**src/rtl/uart_rx_frame_pkg.sv**
```systemverilog
// Shared definitions for the parametrised UART receive path: FSM states,
// parity mode constants and the majority-vote helper.
package uart_rx_frame_pkg;

    localparam int PARITY_NONE = 0;
    localparam int PARITY_ODD  = 1;
    localparam int PARITY_EVEN = 2;

    typedef enum logic [2:0] {
        ST_IDLE,
        ST_START,
        ST_DATA,
        ST_PARITY,
        ST_STOP,
        ST_BRK
    } rx_state_t;

    function automatic logic majority3(input logic a, input logic b, input logic c);
        return (a & b) | (a & c) | (b & c);
    endfunction

endpackage

```
**src/rtl/uart_rx_frame_bit_sampler.sv**
```systemverilog
// Line synchroniser, start-edge detector, per-bit timer and 3-sample majority
// vote around the bit centre.
module uart_rx_frame_bit_sampler
    import uart_rx_frame_pkg::*;
#(
    parameter int WAIT_CYCLES = 234
) (
    input  logic clk,
    input  logic btn,
    input  logic uart_rx,
    input  logic idle,
    input  logic running,
    output logic line_sync,
    output logic start_edge,
    output logic bit_valid,
    output logic bit_val,
    output logic bit_end
);

    localparam int CNT_W = $clog2(WAIT_CYCLES);
    localparam int HALF  = WAIT_CYCLES / 2;
    localparam logic [CNT_W-1:0] CNT_LAST = CNT_W'(WAIT_CYCLES - 1);
    localparam logic [CNT_W-1:0] SAMP_A   = CNT_W'(HALF - 1);
    localparam logic [CNT_W-1:0] SAMP_B   = CNT_W'(HALF);
    localparam logic [CNT_W-1:0] SAMP_C   = CNT_W'(HALF + 1);

    logic             sync1;
    logic             sync2;
    logic             line_prev;
    logic [1:0]       settle;
    logic [CNT_W-1:0] count;
    logic             samp_a;
    logic             samp_b;

    // line_prev only tracks real pin data once the synchroniser has flushed its
    // reset value, so a line that is already low at reset release never looks
    // like a falling edge.
    always_ff @(posedge clk or negedge btn) begin
        if (!btn) begin
            sync1     <= 1'b1;
            sync2     <= 1'b1;
            settle    <= 2'd0;
            line_prev <= 1'b0;
        end else begin
            sync1     <= uart_rx;
            sync2     <= sync1;
            if (settle != 2'd2)
                settle <= settle + 2'd1;
            line_prev <= (settle == 2'd2) & sync2;
        end
    end

    // The start-edge cycle is count 0, so the counter loads 1 on the following edge.
    always_ff @(posedge clk or negedge btn) begin
        if (!btn) begin
            count  <= '0;
            samp_a <= 1'b0;
            samp_b <= 1'b0;
        end else begin
            if (idle)
                count <= start_edge ? CNT_W'(1) : '0;
            else if (running)
                count <= (count == CNT_LAST) ? '0 : count + CNT_W'(1);
            else
                count <= '0;
            if (count == SAMP_A)
                samp_a <= sync2;
            if (count == SAMP_B)
                samp_b <= sync2;
        end
    end

    assign line_sync  = sync2;
    assign start_edge = line_prev & ~sync2;
    assign bit_valid  = running && (count == SAMP_C);
    assign bit_val    = majority3(samp_a, samp_b, sync2);
    assign bit_end    = running && (count == CNT_LAST);

endmodule

```
**src/rtl/uart_rx_frame.sv**
```systemverilog
// Parametrised UART receiver: frame FSM, shift register, parity/stop/break
// checks and a one-entry valid/ready holding register with overrun flag.
module uart_rx_frame
    import uart_rx_frame_pkg::*;
#(
    parameter int WAIT_CYCLES = 234,
    parameter int DATA_BITS   = 8,
    parameter int PARITY_MODE = 0,
    parameter int STOP_BITS   = 1
) (
    input  logic                 clk,
    input  logic                 btn,
    input  logic                 uart_rx,
    output logic [DATA_BITS-1:0] rx_data,
    output logic                 rx_valid,
    input  logic                 rx_ready,
    output logic                 rx_perr,
    output logic                 rx_ferr,
    output logic                 overrun,
    output logic                 break_det,
    output logic                 busy
);

    localparam logic [3:0] LAST_IDX  = 4'(DATA_BITS - 1);
    localparam logic       STOP_LAST = (STOP_BITS == 2) ? 1'b1 : 1'b0;

    rx_state_t            state;
    logic [DATA_BITS-1:0] shreg;
    logic [3:0]           bit_idx;
    logic                 stop_idx;
    logic                 par_bit;
    logic                 ferr_acc;

    logic line_sync;
    logic start_edge;
    logic bit_valid;
    logic bit_val;
    logic bit_end;
    logic frame_done;
    logic frame_ferr;
    logic frame_perr;
    logic is_break;
    logic accept;

    uart_rx_frame_bit_sampler #(
        .WAIT_CYCLES(WAIT_CYCLES)
    ) u_sampler (
        .clk       (clk),
        .btn       (btn),
        .uart_rx   (uart_rx),
        .idle      (state == ST_IDLE),
        .running   ((state != ST_IDLE) && (state != ST_BRK)),
        .line_sync (line_sync),
        .start_edge(start_edge),
        .bit_valid (bit_valid),
        .bit_val   (bit_val),
        .bit_end   (bit_end)
    );

    assign frame_done = (state == ST_STOP) && bit_valid && (stop_idx == STOP_LAST);
    assign frame_ferr = ferr_acc | ~bit_val;
    assign is_break   = (shreg == '0) && !par_bit && frame_ferr;
    assign accept     = rx_valid & rx_ready;
    assign busy       = (state != ST_IDLE);

    always_comb begin
        frame_perr = 1'b0;
        case (PARITY_MODE)
            PARITY_ODD:  frame_perr = ~(^shreg ^ par_bit);
            PARITY_EVEN: frame_perr = ^shreg ^ par_bit;
            default:     frame_perr = 1'b0;
        endcase
    end

    // Frame sequencer; the last stop bit returns to IDLE at its decision point
    // so a back-to-back start edge half a bit later is still caught.
    always_ff @(posedge clk or negedge btn) begin
        if (!btn) begin
            state     <= ST_IDLE;
            shreg     <= '0;
            bit_idx   <= 4'd0;
            stop_idx  <= 1'b0;
            par_bit   <= 1'b0;
            ferr_acc  <= 1'b0;
            break_det <= 1'b0;
        end else begin
            break_det <= 1'b0;
            case (state)
                ST_IDLE: begin
                    if (start_edge) begin
                        state    <= ST_START;
                        bit_idx  <= 4'd0;
                        stop_idx <= 1'b0;
                        par_bit  <= 1'b0;
                        ferr_acc <= 1'b0;
                    end
                end
                ST_START: begin
                    if (bit_valid && bit_val)
                        state <= ST_IDLE;
                    else if (bit_end)
                        state <= ST_DATA;
                end
                ST_DATA: begin
                    if (bit_valid)
                        shreg <= {bit_val, shreg[DATA_BITS-1:1]};
                    if (bit_end) begin
                        if (bit_idx == LAST_IDX)
                            state <= (PARITY_MODE != PARITY_NONE) ? ST_PARITY : ST_STOP;
                        else
                            bit_idx <= bit_idx + 4'd1;
                    end
                end
                ST_PARITY: begin
                    if (bit_valid)
                        par_bit <= bit_val;
                    if (bit_end)
                        state <= ST_STOP;
                end
                ST_STOP: begin
                    if (bit_valid) begin
                        ferr_acc <= ferr_acc | ~bit_val;
                        if (stop_idx == STOP_LAST) begin
                            if (is_break) begin
                                state     <= ST_BRK;
                                break_det <= 1'b1;
                            end else begin
                                state <= ST_IDLE;
                            end
                        end
                    end else if (bit_end) begin
                        stop_idx <= stop_idx + 1'b1;
                    end
                end
                ST_BRK: begin
                    if (line_sync)
                        state <= ST_IDLE;
                end
                default: state <= ST_IDLE;
            endcase
        end
    end

    // A completed frame replaces the held word only if the slot is free or is
    // being consumed in the same cycle; otherwise it is dropped and flagged.
    always_ff @(posedge clk or negedge btn) begin
        if (!btn) begin
            rx_data  <= '0;
            rx_valid <= 1'b0;
            rx_perr  <= 1'b0;
            rx_ferr  <= 1'b0;
            overrun  <= 1'b0;
        end else begin
            if (frame_done && (!rx_valid || accept)) begin
                rx_data  <= shreg;
                rx_perr  <= frame_perr;
                rx_ferr  <= frame_ferr;
                rx_valid <= 1'b1;
            end else if (accept) begin
                rx_valid <= 1'b0;
            end
            if (accept)
                overrun <= 1'b0;
            else if (frame_done && rx_valid)
                overrun <= 1'b1;
        end
    end

endmodule
```
**config.mk**
```make
export PLATFORM = sky130hd
export DESIGN_NAME = uart_rx_frame
export DESIGN_NICKNAME = d
export VERILOG_FILES = /design/src/rtl/uart_rx_frame_pkg.sv /design/src/rtl/uart_rx_frame_bit_sampler.sv /design/src/rtl/uart_rx_frame.sv
export SDC_FILE = /design/constraint.sdc
export NUM_CORES = 1
export LEC_CHECK = 0
export CAP_MARGIN = 20
export CORE_UTILIZATION = 35
export CTS_CLUSTER_SIZE = 40
export DETAILED_ROUTE_END_ITERATION = 6
export PLACE_DENSITY_LB_ADDON = 0.25
export SYNTH_ARGS = -nofsm -noshare
export SYNTH_HDL_FRONTEND = slang
export SYNTH_SLANG_ARGS = --single-unit
```
**constraint.sdc**
```tcl
create_clock -name clk -period 3.2 [get_ports clk]
set_input_delay 0.64 -clock clk [delete_from_list [all_inputs] [get_ports clk]]
set_output_delay 0.64 -clock clk [all_outputs]
set_load 0.03 [all_outputs]
```
==> summary.md, run 1 <==
| Metric | Value |
|---|---|
| Worst Setup End Kind | `output pin` |
| Critical-path top delay cell | `clkdlybuf4s50_1` |
| Post-DP HPWL | `~2.5 mm` |
| Least-Margin Pin Slew | `569 ps` |
| Async SR Flop Fraction | `100%` |
| Port bufs | `16` |
| Worst Skew | `4.52 ps` |
| Initial antenna violation count | `0` |
| Pleak | `1.08 nW` |
| Sinks on the clock net | `45` |
| DR vias | `1335` |
| Drt total wl | `3.65 mm` |
| Top FF cell, synth | `dfrtp_1` |
| Diode count | `0` |
| CTS Buffer Depth | `2` |
| Clk root buf | `clkbuf_8` |
| Setup violators final | `0` |
| Final worst slack | `710 ps` |
| Slowest stage delay, CP | `600 ps` |
| Worst-Skew Late Latency | `about 290 ps` |
| Non-filler instance count after layout | `274` |
| Setup TNS | `0 ps` |
| Largest net degree at the start of global routing | `46` |
| Synthesized area per cell | `approximately 11 µm²` |
| H-tree Lvls | `2` |
| Reg2reg path depth | `6` |
| Max-slew violation count | `0` |
| DRC viols | `0` |
| #FFs+latches synth | `45` |
| Yosys cell types | `45` |
| Number of cells after detailed placement | `265` |
| Tot Pwr | `1.17 mW` |
| CTS tree | `built` |
| Dpl ws | `854 ps` |
| Crit path time final | `2490 ps` |
| Fill count | `~550` |
| Core ar. | `5570 µm²` |
| First-pass GRT wire length | `6.18 mm` |
| Top post-synthesis cells by area | `dfrtp_1 52%, mux2_2 9.8%, ha_1 3.6%` |
| Outcome | `completed` |
| Cts repair resizes | `0` |
| Die Wd | `slightly below 80 µm` |
| Vias in the first global route | `around 1300` |
| Die height | `78.7 µm` |
| Mapped Area | `just over 2000 µm²` |
| Startpoint class of the critical path | `flip-flop` |
| Synth warn | `0` |
| CTS clk-pin slew, worst paths | `80 ps` |
| CTS Buf Count | `5` |
| CTS Hold Bufs | `0` |
| Critical Path AT | `about 1900 ps` |
| Io pins | `18` |
| Worst hold margin | `214 ps` |
| Peak VDD IR | `329 µV` |
| Pwr dens | `493 nW/µm²` |
| Area delta synth->final | `15.6%` |
| Gate Count Post-Synth | `183` |
| # Post-CTS Setup Buffers | `0` |
| Critical Path RT | `around 2600 ps` |
| Top-area cell type share of the netlist area | `a little over half` |
| Final worst-path cycle share | `77.8%` |
| Crit path kind | `flip-flop to output pin` |
| 1st-pass router iterations | `4` |
| Number of flops mapped to enable cells by yosys | `0` |
| Relative slew slack | `61.5%` |
| Die Area | `6200 µm²` |
| Routed Antenna Nets | `0` |
| Nets@finish | `211` |
| Final hold viol count | `0` |
| Syn nets | `193` |
| Rows | `27` |
| Share of the yosys chip area belonging to registers | `a little over half` |
| Layout cell share with drive strength beyond 1 | `16.8%` |
| Gr usage total | `13.1%` |
| HP Class | `primary input to async pin` |
| Leading area contributor after synthesis | `dfrtp_1` |
| Placer Congestion | `roughly 0.79` |
| Max frequency | `0.402 GHz` |
| Total gr overflow | `0` |
| Iteration-0 DRC Markers | `148` |
| WL/cell | `about 13 µm` |
| RSZ-0062 raised after global routing | `no` |
| Vias/cell | `4.87` |
| Max Cap Violations | `0` |
| Initial Util | `36.9%` |
| Cell Chain, Critical Path | `or3_1 -> clkdlybuf4s50_1` |
| Worst Path Max Fanout | `13` |
[metrics by stage]
step	area, µm²	utilization (%)
floorplan	2060	-
global placement	2280	40.8
detailed placement	2280	40.8
CTS	2360	42.3
global route	2380	42.7
finish	2380	42.7
[cell families (layout without fill, tap and decap cells)]
| family | Yosys count | after routing | share of synthesized area [%] |
|---|---|---|---|
| AOI/OAI and AO/OA | 28 | 28 | 8.69 |
| xor gates and xnor gates | 7 | 7 | 2.98 |
| adders and majority gates | 7 | 7 | 4.13 |
| buffers and inverters | 16 | 35 | 3.22 |
| DFF | 45 | 45 | 54.8 |
| muxes | 21 | 21 | 11.3 |
| other | 1 | 1 | 0.182 |
| and+or+nand+nor | 58 | 58 | 14.7 |
[layout by cell type (no fill, tap or decap), types with 2 or more instances in the layout]
cell,Yosys,layout
xnor2_1,5,5
ha_1,6,6
xor2_1,2,2
dfrtp_1,43,43
nand2_1,13,13
or3_1,4,4
nor3_1,2,2
mux2i_1,3,3
clkbuf_1,3,2
nand4_1,2,2
or2_2,3,3
mux2_2,18,18
nor3b_1,2,2
nor2_1,14,14
dfstp_2,2,2
and2_1,2,2
clkbuf_8,0,5
clkdlybuf4s50_1,0,15
a31oi_1,3,3
o21ai_0,10,10
nand3_1,5,5
nor2b_1,2,2
a21oi_1,4,4
inv_1,10,10
a21o_1,2,2
[sequential cells by signal, indices dropped and copies added, names as in the netlist, 2 cells and up]
| name | cells |
|---|---|
| shreg | 8 |
| state | 3 |
| bit_idx | 4 |
| rx_data | 8 |
| u_sampler.settle | 2 |
| u_sampler.count | 8 |
[worst max-delay path, delay by kind of cell, from the launching register on]
kind,cells,cell delay (ps)
flip-flops,1,510
AND/OR/NAND/NOR,1,440
buffers and inverters,1,600
[routing by layer]
| layer | track usage (%) | vias to the layer above | share of wire, % |
|---|---|---|---|
| met5 | 0 | - | 0 |
| met4 | 7.22 | 0 | 2.4 |
| met1 | 18.0 | 642 | 52 |
| met3 | 2.64 | 8 | 2.4 |
| li1 | - | 671 | - |
| met2 | 19.3 | 14 | 44 |
[final timing paths]
check	slack, ps	end	from
worst max register to register	830	rx_data[3]$_DFFE_PN0P_	u_sampler.count[0]$_DFF_PN0_
worst max-delay path	710	busy	state[2]$_DFFE_PN0P_
worst min register to register	360	u_sampler.line_sync$_DFF_PN1_	u_sampler.sync1$_DFF_PN1_
min in group clk	360	u_sampler.line_sync$_DFF_PN1_	u_sampler.sync1$_DFF_PN1_
worst min-delay path	210	u_sampler.count[3]$_DFF_PN0_	btn
max in group asynchronous	2460	u_sampler.line_sync$_DFF_PN1_	btn
[cell usage after synthesis, drive strengths merged, types with 2 or more instances]
master / instances
or2: 4
mux2i: 3
ha: 6
inv: 10
dfstp: 2
or3: 4
nor3: 3
buf: 3
a31oi: 3
nor2b: 2
mux2: 18
nand2: 13
xor2: 2
dfrtp: 43
a21o: 2
xnor2: 5
and2: 2
nor3b: 2
nand4: 2
a21oi: 4
nand3: 5
clkbuf: 3
o21ai: 11
nor2: 15
[power by group]
part / switching [mW] / internal (mW) / total, mW
Clock: 0.187 / 0.155 / 0.342
Combinational: 0.120 / 0.0805 / 0.200
Sequential: 0.0355 / 0.596 / 0.631
Total: 0.343 / 0.831 / 1.17
[final cells by class]
type / count / area [µm²] / share of cell area, %
sequential: 45 / 1130 / 47.4
clock inverter: 1 / 7.51 / 0.315
inverter: 10 / 37.5 / 1.58
multi-input combinational: 122 / 865 / 36.3
timing repair buffer: 17 / 175 / 7.36
tap: 72 / 90.1 / 3.79
clock buffer: 7 / 76.3 / 3.21
Power figures use the tool's default switching activity.
==> run 2: changes to the inputs <==
Clock period 3.2 ns to 2.29 ns, I/O delays scaled along.
==> run 2 against run 1 <==
  * Global-route usage hardly changed
  * Sequential cell count stayed put
  * Die area stayed put
  * Sequential share of layout area is 1.5 points lower
  * Clock-buffer cell count is 1 lower
  * Register-to-register slack worse by 550 ps
  * Sequential power is 39% higher
  * Wire length is 3.1% lower
  * Cell area is 3.3% higher
  * Hold slack better by 16 ps
  * Clock power is 74% higher
==> summary.md, run 2 (synthesis results as in run 1) <==
| Metric | Value |
|---|---|
| Switching pwr | `0.481 mW (+40%)` |
| Pleak | `1.12 nW (+3.6%)` |
| H-tree Lvls | `2 (unchanged)` |
| Vias/cell | `4.86 (-0.31%)` |
| CTS Buffer Depth | `2 (unchanged)` |
| Clock network power share | `33.9% (+4.8 points)` |
| Layout cell share with drive strength beyond 1 | `20.7% (+3.8 points)` |
| Tot Pwr | `1.75 mW (+49%)` |
| CTS tree | `built` |
| Register Area | `1130 µm² (unchanged)` |
| Port bufs | `16 (unchanged)` |
| Vias in the first global route | `1284 (-1.9%)` |
| Reg-to-reg critical path startpoint | `u_sampler.count[1]$_DFF_PN0_` |
| Final worst-path cycle share | `between 90% and 100%` |
| Critical Path RT | `1830 ps (-730 ps)` |
| Net Sw Frac | `27.4% (-1.8 points)` |
| Pwr dens | `713 nW/µm² (+45%)` |
| Final hold viol count | `0 (unchanged)` |
| Worst Setup End Kind | `output pin` |
| Peak VDD IR | `387 µV (+18%)` |
| Sinks on the clock net | `45 (unchanged)` |
| Placer Congestion | `0.754 (-4.6%)` |
| First-pass GRT wire length | `6.11 mm (-1.1%)` |
| Worst Path Max Fanout | `8 (-5)` |
| Least-Margin Pin Slew | `573 ps (+3.65 ps)` |
| Number of cells after detailed placement | `271 (+2.3%)` |
| Max frequency | `0.453 GHz` |
| Drt total wl | `3.54 mm (-3.1%)` |
| Outcome | `completed` |
| Area occupied by multi-input gates | `871 µm² (+0.72%)` |
| Fill count | `517 (-5.7%)` |
| WL/cell | `12.6 µm (-5.1%)` |
| Worst Skew | `9.24 ps (+4.72 ps)` |
| Reg2reg path depth | `6 (unchanged)` |
| Sequential Power Share | `50.2% (-3.6 points)` |
| Rows | `27 (unchanged)` |
| CTS clk-pin slew, worst paths | `90 ps (about the same)` |
| Die Area | `6200 µm² (unchanged)` |
| Final Instance Area | `2460 µm² (+3.3%)` |
| Area delta synth->final | `19.4%` |
| Critical Path AT | `1750 ps (-100 ps)` |
| Fin util | `44.1% (+1.4 points)` |
| Reg2Reg Setup Slack | `280 ps (-550 ps)` |
| Biggest registers after layout | `rx_data x8, shreg x8, u_sampler.count x8` |
| DR vias | `1360 (+1.9%)` |
| Most common cell after layout, fill and taps aside | `dfrtp_1` |
| CTS Buf Count | `5 (unchanged)` |
| Max-slew violation count | `0 (unchanged)` |
| Die height | `78.7 µm (unchanged)` |
| Pint | `1.27 mW (+53%)` |
| Max Cap Violations | `0 (unchanged)` |
| Iteration-0 DRC Markers | `63 (-57%)` |
| Combinational share of power | `15.9% (-1.2 points)` |
| Setup violators final | `0 (unchanged)` |
| Diode count | `0 (unchanged)` |
| Most frequent cells in the layout | `43 x dfrtp_1, 18 x mux2_2, 15 x clkdlybuf4s50_1, 14 x nor2_1, 13 x nand2_1` |
| Post-DP HPWL | `2.53 mm (-0.19%)` |
| DRC viols | `0 (unchanged)` |
| Startpoint class of the critical path | `flip-flop` |
| Routed Antenna Nets | `0 (unchanged)` |
| Largest net degree at the start of global routing | `46 (unchanged)` |
| Placement Cell Area | `2320 µm² (+2.0%)` |
| Setup TNS | `0 ps (unchanged)` |
| Clk root buf | `clkbuf_8` |
| Crit path time final | `2210 ps` |
| Nets@finish | `217 (+2.8%)` |
| Gr usage total | `13.1% (about the same)` |
| Initial Util | `36.9% (unchanged)` |
| Relative slew slack | `61.6% (about the same)` |
| Crit path kind | `flip-flop to output pin` |
| Worst-Skew Late Latency | `300 ps (about the same)` |
| Initial antenna violation count | `0 (unchanged)` |
| Non-filler instance count after layout | `280 (+2.2%)` |
| Io pins | `18 (unchanged)` |
| 1st-pass router iterations | `4 (unchanged)` |
| Die Wd | `78.7 µm (unchanged)` |
| FF-to-FF End | `bit_idx[3]$_DFFE_PN0P_` |
| HP Class | `primary input to async pin` |
| Total gr overflow | `0 (unchanged)` |
| RSZ-0062 raised after global routing | `no` |
| Core ar. | `5570 µm² (unchanged)` |
## run 2: cell types whose count changed in the layout (fill, tap and decap cells not counted), sizes merged
cell      change
clkbuf        -1
buf           +6
clkinvlp      -1
bufinv        +1
clkinv        +1
## run 2: critical path: stages, from the launching register on
cell and delay, ps:
dfrtp_1 460, or3_1 380, clkdlybuf4s50_1 600
## run 2: metrics by stage
step | setup slack (ps) | hold WS, ps
5_1_grt | 6.56 | 281
4_1_cts | 65.4 | 254
2_1_floorplan | 275 | 162
3_3_place_gp | 150 | 346
6_report | 82.0 | 230
3_5_place_dp | 76.5 | 349
## run 2: repair_timing
action | in CTS | in global routing
setup buffers | 0 | 1
hold buffers | 0 | 0
endpoints found under the setup margin | 0 | 8
endpoints found under the hold margin | 0 | 0
gates resized for setup | 0 | 2
## run 2: power by group through the flow
stage,Clock [mW],Combinational [mW],Sequential (mW)
floorplan,0,0.197,0.887
global placement,0,0.281,0.895
detailed placement,0,0.282,0.895
CTS,0.615,0.282,0.880
global route,0.650,0.321,0.888
finish,0.594,0.279,0.879
## run 2: cell type report
| class | count | share of cell area (%) |
|---|---|---|
| multi-input combinational | 122 | 35.4 |
| tap | 72 | 3.66 |
| clock inverter | 2 | 1.58 |
| clock buffer | 6 | 2.95 |
| timing repair buffer | 23 | 8.96 |
| inverter | 10 | 1.53 |
| sequential | 45 | 45.9 |
## run 2: worst max-delay path by stage
stage	from	endpoint	slack [ps]
floorplan	state[1]$_DFFE_PN0P_	bit_idx[2]$_DFFE_PN0P_	270
global placement	u_sampler.count[0]$_DFF_PN0_	rx_data[0]$_DFFE_PN0P_	150
detailed placement	u_sampler.count[0]$_DFF_PN0_	rx_data[3]$_DFFE_PN0P_	80
CTS	state[0]$_DFFE_PN0P_	busy	70
global route	state[0]$_DFFE_PN0P_	busy	7
finish	state[0]$_DFFE_PN0P_	busy	80
## run 2: metal layers
| metal | vias to the layer above | GRT usage, % | share of wire [%] |
|---|---|---|---|
| met5 | - | 0 | 0 |
| met4 | 0 | 5.00 | 1.6 |
| met3 | 5 | 4.14 | 3.6 |
| met2 | 14 | 18.5 | 43 |
| met1 | 654 | 18.7 | 52 |
| li1 | 687 | - | - |
